`src/rtl/coord_smoother_if.sv`:
```
// Centroid in / smoothed target out bundle between the red-pixel detector and coord_smoother.
// The master side is the detector/consumer; the slave side is the smoother itself.
interface coord_smoother_if;
    logic [10:0] iX;
    logic [10:0] iY;
    logic        iVALID_COORD;
    logic        iFRAME_END;
    logic [10:0] oX;
    logic [10:0] oY;
    logic        oVALID;
    logic        oLOCKED;

    modport master (
        output iX, iY, iVALID_COORD, iFRAME_END,
        input  oX, oY, oVALID, oLOCKED
    );

    modport slave (
        input  iX, iY, iVALID_COORD, iFRAME_END,
        output oX, oY, oVALID, oLOCKED
    );
endinterface

```
`src/rtl/coord_smoother.sv`:
```
// Stabilises the detector centroid: moving average, single-frame outlier rejection
// with forced re-seed, and loss-of-lock after a run of frames without a centroid.
module coord_smoother #(
    parameter int AVG_LOG2     = 2,
    parameter int MAX_JUMP     = 64,
    parameter int REJECT_LIMIT = 3,
    parameter int LOST_FRAMES  = 8
) (
    input  logic              iCLK,
    input  logic              iRST,
    coord_smoother_if.slave   bus
);
    localparam int DEPTH = 1 << AVG_LOG2;
    localparam int SUMW  = 11 + AVG_LOG2;
    localparam int RW    = $clog2(REJECT_LIMIT + 1);
    localparam int MW    = $clog2(LOST_FRAMES + 1);

    typedef enum logic {IDLE, TRACK} state_t;

    state_t            state_q, state_d;
    logic [10:0]       slotX_q [DEPTH];
    logic [10:0]       slotX_d [DEPTH];
    logic [10:0]       slotY_q [DEPTH];
    logic [10:0]       slotY_d [DEPTH];
    logic [SUMW-1:0]   sumX_q, sumX_d;
    logic [SUMW-1:0]   sumY_q, sumY_d;
    logic [AVG_LOG2-1:0] ptr_q, ptr_d;
    logic [RW-1:0]     rejCnt_q, rejCnt_d;
    logic [MW-1:0]     missCnt_q, missCnt_d;
    logic              seen_q, seen_d;
    logic [10:0]       outX_q, outX_d;
    logic [10:0]       outY_q, outY_d;
    logic              valid_q, valid_d;

    logic signed [11:0] diffX, diffY;
    logic [11:0]        dx, dy;
    logic               inRange;
    logic               doSeed, doAccept;

    // Distance from the current output, widened to 12 bits so the full 11-bit range is signed-safe.
    assign diffX   = $signed({1'b0, bus.iX}) - $signed({1'b0, outX_q});
    assign diffY   = $signed({1'b0, bus.iY}) - $signed({1'b0, outY_q});
    assign dx      = diffX[11] ? $unsigned(-diffX) : $unsigned(diffX);
    assign dy      = diffY[11] ? $unsigned(-diffY) : $unsigned(diffY);
    assign inRange = (dx <= 12'(MAX_JUMP)) && (dy <= 12'(MAX_JUMP));

    always_comb begin
        state_d   = state_q;
        slotX_d   = slotX_q;
        slotY_d   = slotY_q;
        sumX_d    = sumX_q;
        sumY_d    = sumY_q;
        ptr_d     = ptr_q;
        rejCnt_d  = rejCnt_q;
        missCnt_d = missCnt_q;
        seen_d    = seen_q;
        outX_d    = outX_q;
        outY_d    = outY_q;
        valid_d   = 1'b0;
        doSeed    = 1'b0;
        doAccept  = 1'b0;

        if (state_q == IDLE) begin
            doSeed = bus.iVALID_COORD;
        end else if (bus.iVALID_COORD) begin
            // A sample coincident with frame end belongs to the ending frame, so the next frame starts unseen.
            missCnt_d = '0;
            seen_d    = !bus.iFRAME_END;
            if (inRange) begin
                doAccept = 1'b1;
            end else if (rejCnt_q == RW'(REJECT_LIMIT - 1)) begin
                doSeed = 1'b1;
            end else begin
                rejCnt_d = rejCnt_q + RW'(1);
            end
        end else if (bus.iFRAME_END) begin
            seen_d = 1'b0;
            if (!seen_q) begin
                if (missCnt_q != MW'(LOST_FRAMES)) begin
                    missCnt_d = missCnt_q + MW'(1);
                end
                if (missCnt_q == MW'(LOST_FRAMES - 1)) begin
                    state_d = IDLE;
                end
            end
        end

        if (doSeed) begin
            for (int i = 0; i < DEPTH; i++) begin
                slotX_d[i] = bus.iX;
                slotY_d[i] = bus.iY;
            end
            sumX_d    = SUMW'(bus.iX) << AVG_LOG2;
            sumY_d    = SUMW'(bus.iY) << AVG_LOG2;
            ptr_d     = '0;
            rejCnt_d  = '0;
            missCnt_d = '0;
            seen_d    = !bus.iFRAME_END;
            state_d   = TRACK;
            outX_d    = bus.iX;
            outY_d    = bus.iY;
            valid_d   = 1'b1;
        end

        // Running sums swap the oldest slot for the new sample; the pointer wraps naturally.
        if (doAccept) begin
            slotX_d[ptr_q] = bus.iX;
            slotY_d[ptr_q] = bus.iY;
            sumX_d   = sumX_q - SUMW'(slotX_q[ptr_q]) + SUMW'(bus.iX);
            sumY_d   = sumY_q - SUMW'(slotY_q[ptr_q]) + SUMW'(bus.iY);
            ptr_d    = ptr_q + AVG_LOG2'(1);
            rejCnt_d = '0;
            outX_d   = 11'(sumX_d >> AVG_LOG2);
            outY_d   = 11'(sumY_d >> AVG_LOG2);
            valid_d  = 1'b1;
        end
    end

    always_ff @(posedge iCLK or posedge iRST) begin
        if (iRST) begin
            state_q   <= IDLE;
            for (int i = 0; i < DEPTH; i++) begin
                slotX_q[i] <= '0;
                slotY_q[i] <= '0;
            end
            sumX_q    <= '0;
            sumY_q    <= '0;
            ptr_q     <= '0;
            rejCnt_q  <= '0;
            missCnt_q <= '0;
            seen_q    <= 1'b0;
            outX_q    <= '0;
            outY_q    <= '0;
            valid_q   <= 1'b0;
        end else begin
            state_q   <= state_d;
            slotX_q   <= slotX_d;
            slotY_q   <= slotY_d;
            sumX_q    <= sumX_d;
            sumY_q    <= sumY_d;
            ptr_q     <= ptr_d;
            rejCnt_q  <= rejCnt_d;
            missCnt_q <= missCnt_d;
            seen_q    <= seen_d;
            outX_q    <= outX_d;
            outY_q    <= outY_d;
            valid_q   <= valid_d;
        end
    end

    assign bus.oX      = outX_q;
    assign bus.oY      = outY_q;
    assign bus.oVALID  = valid_q;
    assign bus.oLOCKED = (state_q == TRACK);
endmodule

```
`src/flat_wrapper.sv`:
```
// flat-port wrapper written by rule: the top's interface ports become plain ports
module coord_smoother_flat 
#(
    parameter int AVG_LOG2     = 2,
    parameter int MAX_JUMP     = 64,
    parameter int REJECT_LIMIT = 3,
    parameter int LOST_FRAMES  = 8
)
  (iCLK, iRST, bus_iX, bus_iY, bus_iVALID_COORD, bus_iFRAME_END, bus_oX, bus_oY, bus_oVALID, bus_oLOCKED);
  coord_smoother_if bus_i ();
  input  logic iCLK;
  input  logic iRST;
  input wire logic [$bits(bus_i.iX)-1:0] bus_iX;
  input wire logic [$bits(bus_i.iY)-1:0] bus_iY;
  input wire logic [$bits(bus_i.iVALID_COORD)-1:0] bus_iVALID_COORD;
  input wire logic [$bits(bus_i.iFRAME_END)-1:0] bus_iFRAME_END;
  output wire logic [$bits(bus_i.oX)-1:0] bus_oX;
  output wire logic [$bits(bus_i.oY)-1:0] bus_oY;
  output wire logic [$bits(bus_i.oVALID)-1:0] bus_oVALID;
  output wire logic [$bits(bus_i.oLOCKED)-1:0] bus_oLOCKED;
  assign bus_i.iX = bus_iX;
  assign bus_i.iY = bus_iY;
  assign bus_i.iVALID_COORD = bus_iVALID_COORD;
  assign bus_i.iFRAME_END = bus_iFRAME_END;
  assign bus_oX = bus_i.oX;
  assign bus_oY = bus_i.oY;
  assign bus_oVALID = bus_i.oVALID;
  assign bus_oLOCKED = bus_i.oLOCKED;
  coord_smoother #(.AVG_LOG2(AVG_LOG2), .MAX_JUMP(MAX_JUMP), .REJECT_LIMIT(REJECT_LIMIT), .LOST_FRAMES(LOST_FRAMES)) u_core (.iCLK(iCLK), .iRST(iRST), .bus(bus_i));
endmodule
```
`config.mk`:
```
export PLATFORM = sky130hd
export DESIGN_NAME = coord_smoother_flat
export DESIGN_NICKNAME = d
export VERILOG_FILES = /design/src/rtl/coord_smoother_if.sv /design/src/rtl/coord_smoother.sv /design/src/flat_wrapper.sv
export SDC_FILE = /design/constraint.sdc
export NUM_CORES = 1
export LEC_CHECK = 0
export BUFFER_PORTS_ARGS = -buffer_cell sky130_fd_sc_hd__buf_2
export CAP_MARGIN = 20
export CORE_MARGIN = 1
export CORE_UTILIZATION = 64
export CTS_BUF_LIST = sky130_fd_sc_hd__clkbuf_8
export DETAILED_ROUTE_END_ITERATION = 8
export PLACE_DENSITY = 0.87
export SKIP_LAST_GASP = 1
export SLEW_MARGIN = 0
export SYNTH_ARGS = -nofsm -noshare
export SYNTH_HDL_FRONTEND = slang
export SYNTH_SLANG_ARGS = --single-unit
```
`constraint.sdc`:
```
create_clock -name iCLK -period 5.95 [get_ports iCLK]
set_clock_uncertainty 0.1 [all_clocks]
set_input_delay 0.595 -clock iCLK [delete_from_list [all_inputs] [get_ports iCLK]]
set_output_delay 0.595 -clock iCLK [all_outputs]
set_load 0.05 [all_outputs]
```
# Yosys cells after proc, flatten, opt, wreduce, memory -nomap -nowiden
# Index checks and enable logic that the tools add are counted.
dict set report word_totals {
  regBits 147
  output_inout_bits 24
  elab_cells 109
  in_bits 26
}
dict set report classes {
  n_reduce_logical 12
  eq_ne 6
  muxes 57
  add_sub_neg 11
  n_bitwise 1
  n_lt_le_gt_ge 4
}
# op n
set ops {}
lappend ops {{44-bit 2-to-1 mux} 4}
lappend ops {{11-bit 2-to-1 mux} 9}
lappend ops {{44-bit bitwise mux} 2}
lappend ops {{13-bit 2-to-1 mux} 4}
lappend ops {{11-bit binary-select mux with 2-bit select} 2}
lappend ops {{13-bit by 11-bit adder with 13-bit output} 2}
lappend ops {{13-bit by 11-bit subtractor with 13-bit output} 2}
lappend ops {{12-bit by 7-bit <= comparator with 1-bit output, second input constant} 2}
lappend ops {{12-bit 2-to-1 mux} 2}
lappend ops {{4-bit 2-to-1 mux} 6}
lappend ops {{12-bit negation} 2}
lappend ops {{11-bit by 11-bit subtractor with 12-bit output} 2}
lappend ops {{11-bit demux with 2-bit select} 1}
lappend ops {{1-bit 2-to-1 mux} 19}
lappend ops {{2-bit 2-to-1 mux} 8}
lappend ops {{3-bit nonzero test} 4}
lappend ops {{4-bit AND reduction} 2}
lappend ops {{3-bit != test, second input constant} 2}
lappend ops {{2-bit by 1-bit adder with 2-bit output, second input constant} 2}
lappend ops {{4-bit by 1-bit adder with 4-bit output, second input constant} 1}
lappend ops {{4-bit by 3-bit == test with 1-bit output, second input constant} 1}
lappend ops {{4-bit != test, second input constant} 1}
lappend ops {{2-bit nonzero test} 2}
lappend ops {{3-bit greater-or-equal comparator, second input constant} 1}
lappend ops {{other kinds (7)} 8}

# Longest topological paths before layout
dict set report depth {
  word_depth 11
  ltp_mapped 17
  mapped_depth_nobuf 15
}

# Worst setup path before layout
# No wires, ideal clock.
dict set report synth_timing {
  path_kind {flip-flop to flip-flop}
  start {reg u_core.ptr_q[0]}
  end {reg u_core.outY_q[10], in the netlist u_core.bus.oY[10]}
  synth_period_minus_slack_ns 4.598
  stages_incl_launch_ff 17
  setup_time_ns 0.130
  t_required_ns 5.720
  setup_slack_ns 1.352
  arrival_ns 4.368
  cell_sequence {dfrtp_1 clkbuf_1 buf_1 mux4_2 fa_1 inv_1 fa_1 a21oi_1 o21ai_0 o21a_1 a21oi_1 nor2b_1 o21a_1 o41a_1 xnor2_1 a32oi_1 o21ai_0}
}
dict set report synth_between {
  elab_chain_cells 7
}
# item line_no
set synth_lines {}
lappend synth_lines {{start: declaration} coord_smoother.sv:27} ;# logic [AVG_LOG2-1:0] ptr_q, ptr_d;
lappend synth_lines {{start signal: assignment} coord_smoother.sv:141} ;# ptr_q <= ptr_d;
lappend synth_lines {{2-bit NOT with 3-bit output (implied by the code)} coord_smoother.sv:110} ;# sumY_d = sumY_q - SUMW'(slotY_q[ptr_q]) + SUMW'(bus.iY);
lappend synth_lines {{11-bit binary-select mux with 2-bit select} coord_smoother.sv:110}
lappend synth_lines {{11-bit 2-to-1 mux (implied by the code) (2 in a row)} coord_smoother.sv:110}
lappend synth_lines {{13-bit by 11-bit subtractor with 13-bit output} coord_smoother.sv:110}
lappend synth_lines {{13-bit by 11-bit adder with 13-bit output} coord_smoother.sv:110}
lappend synth_lines {{11-bit 2-to-1 mux} coord_smoother.sv:106} ;# if (doAccept) begin
lappend synth_lines {{end signal: assignment} coord_smoother.sv:146} ;# outY_q <= outY_d;
lappend synth_lines {{end: declaration} coord_smoother.sv:32} ;# logic [10:0] outY_q, outY_d;
# No other way between the ends. The select of a mux whose other input is x is not followed.
# A chain may end at the register's enable or synchronous reset.

==> qor.txt <==
gpl congestion - 0.879
vias in the first global route - 6522
most frequent cells after synthesis - 125 x dfrtp_1, 113 x inv_1, 80 x mux2_4, 55 x ha_1
WP data required - 6.18 ns
Sink Count - 125
Post-Syn Area per Cell - 11.1 um^2
Max clock buf depth - 2
Detailed Route Iter0 Violations - 393
Core ar. - 13900 um^2
TritonCTS clock tree - done
VDD IR max - 0.413 mV
period utilisation layout - 0.806
share of flip-flops with an asynchronous set or reset - 1.00
final hold viol count - 0
Synth area leader - dfrtp_1
PwrDens - 660 nW/um^2
P&R area growth vs syn - 6.97%
WP data arrival - 5.03 ns
antenna violations before repair - 0
Seq/Total Area, Yosys - 0.342
number of max-cap violations - 0
fin crit period - 4.80 ns
IO Port Bufs - 49
drt total wl - 20.2 mm
DIE AREA - 14800 um^2
largest net degree at the start of global routing - 66
area share of the largest cell type after synthesis - 0.342
Hold Crit Class - input pin to async pin
count leader, synth - dfrtp_1
CP Class - flop to flop
# setup viols final - 0
FMAX - 208 MHz
Slew HR - 0.347
Cells after Synth - 822
critical path startpoint category - flop
crit-path leading delay family - compound AO/OA/AOI/OAI gates
multi-input logic area - 5260 um^2
Top FF cell, synth - dfrtp_1
routed vias/inst - 6.02
number of synthesized flops with an enable pin - 0
P_leak - 4.68 nW
Worst Max-Slew Pin Slew - 0.980 ns
WL/cell - 19.3 um
number of buffers created by CTS - 17
Final Core Density - 0.703
DR pass1 iterations - 5
total congestion overflow - 0
synth top area cells - dfrtp_1 34%, mux2_4 13%, ha_1 7.5%
cell-by-cell listing of the critical path - ha_1 -> inv_1 -> fa_1 -> a21o_1 -> a21oi_1 -> xor2_1 -> nand4_1 -> or3_1 -> a22o_1 -> a2111oi_4 -> a31oi_4 -> a21oi_4 -> buf_4 -> mux2_4
synth warn - 0
clock slew at reported path FFs - 0.08 ns
max incr delay on CP - 0.62 ns
CP max stage cell - a21oi_4
Buf+Inv Stages, Crit Path - 2
Clk Latency, worst-skew pair - 0.45 ns
number of vias in the routed layout - 6292
initial core utilization - 0.657
H-tree depth - 4
Storage cell area - 3130 um^2
RSZ-0062 raised after global routing - no
Worst Path Max Fanout - 18
fraction of layout instances using a drive strength above 1 - 0.254
flops & latches, synth - 125
area of the mapped netlist - 9160 um^2
die width - 122 um
CP Capture Type - flop
first-pass GRT wire length - 33.5 mm
clk root buf - clkbuf_8
Core Rows - 43
Vert. Die Dim - 122 um
# fillers - 954
Post-CTS Setup Inserts - 0
cts repair resizes - 0
Routed Antenna Nets - 0
Layout Nets - 957
I/O pin total - 50
total track usage - 0.297
run status - complete, no violations
setup tns final - 0 ns
cts hold-fix bufs - 0
DR DRC count - 0
Netlist cell types - 75
Final Max Tran Viols - 0
Ant. Diodes - 0
HPWL after DPL - 14.2 mm
syn nets - 927
## path summary, 6_finish.rpt
kind	slack, ns	startpoint	endpoint	cells after the start
max in group asynchronous	4.26	iRST	u_core.slotY_q[34]	3
min in group iCLK	0.33	bus_iFRAME_END	u_core.seen_q	3
worst min-delay path	0.18	iRST	u_core.missCnt_q[3]	2
worst max register to register	1.15	u_core.bus.oX[0]	u_core.slotX_q[19]	14
worst max-delay path	1.15	u_core.bus.oX[0]	u_core.slotX_q[19]	14
worst min register to register	0.38	u_core.seen_q	u_core.seen_q	1
## logic make-up (layout without fill, tap and decap cells)
kind of cell	Yosys count	after routing	synth area share
compound gates	160	160	0.127
xor+xnor	40	40	0.0383
fa+ha+maj	79	79	0.128
buf+inv	161	204	0.0847
flops	125	125	0.342
mux	116	116	0.202
simple gates	141	141	0.0786
## registers in the layout, indices dropped and copies added, names as in the netlist
register and flops:
u_core.slotX_q 44, u_core.seen_q 1, u_core.rejCnt_q 2, u_core.bus.oY 11, u_core.bus.oLOCKED 1, u_core.missCnt_q 4, u_core.bus.oX 11, u_core.bus.oVALID 1
u_core.ptr_q 2, u_core.sumX_q 2, u_core.sumY_q 2, u_core.slotY_q 44
## layout by cell type, fill, tap and decap left out, types with 3 or more instances in the layout
master	n
a211o_1	3
a221o_1	4
and3_1	5
inv_1	116
a21oi_1	27
mux2_2	9
fa_1	24
a211oi_1	5
or3_1	7
xor2_1	7
a31oi_1	4
nand2b_1	8
nor3b_1	5
nor3_1	6
xnor2_1	33
a2bb2oi_1	3
mux2i_1	5
nor2b_1	7
clkbuf_8	22
nor4_1	4
clkinv_2	3
o21ai_0	41
nand4_1	5
mux4_2	22
buf_4	9
nor2_1	41
a21o_1	8
bufinv_16	3
nand3_1	7
o211ai_1	7
o21bai_1	3
a22oi_1	10
dfrtp_1	124
mux2_4	80
nand2_1	33
buf_2	49
ha_1	55
o21a_1	11
## per-stage QoR
step	area, um^2	power, mW	setup slack, ns	std cells	hold slack, ns
after floorplan	9160	4.93	1.35	822	0.352
after global placement	9370	5.45	1.02	1013	0.368
after detailed placement	9370	5.60	0.810	1013	0.368
after CTS	9800	6.45	1.17	1045	0.203
after global routing	9800	6.94	0.979	1045	0.239
final	9800	6.47	1.15	1045	0.184
## where the power goes
| part | total [mW] | switching (mW) | internal [mW] |
|---|---|---|---|
| clock | 0.799 | 0.336 | 0.462 |
| sequential | 1.49 | 0.252 | 1.24 |
| combinational | 4.18 | 2.23 | 1.94 |
| total | 6.47 | 2.82 | 3.65 |
## cell type report
class / count / share of cell area
multi-input combinational: 536 / 0.537
sequential: 125 / 0.319
inverter: 113 / 0.0436
timing repair buffer: 59 / 0.0340
clock buffer: 22 / 0.0309
tap: 180 / 0.0230
clock inverter: 10 / 0.0123
## worst register-to-register path: cells and delay by family (launching register included)
| family | cells | cell delay, ns |
|---|---|---|
| adder cells (fa/ha/maj) | 2 | 0.58 |
| flip-flops | 1 | 0.39 |
| multiplexers | 1 | 0.32 |
| XOR/XNOR | 1 | 0.21 |
| AO/OA/AOI/OAI | 6 | 2.17 |
| AND/OR/NAND/NOR | 2 | 0.54 |
| buffers and inverters | 2 | 0.37 |
## routing by layer
| layer | global-route usage | vias to the layer above | share of wire |
|---|---|---|---|
| li1 | - | 2912 | - |
| met1 | 0.399 | 3148 | 0.44 |
| met2 | 0.484 | 200 | 0.49 |
| met3 | 0.0613 | 32 | 0.051 |
| met4 | 0.0934 | 0 | 0.021 |
| met5 | 0 | - | 0 |
(Power assumes the default switching activity.)
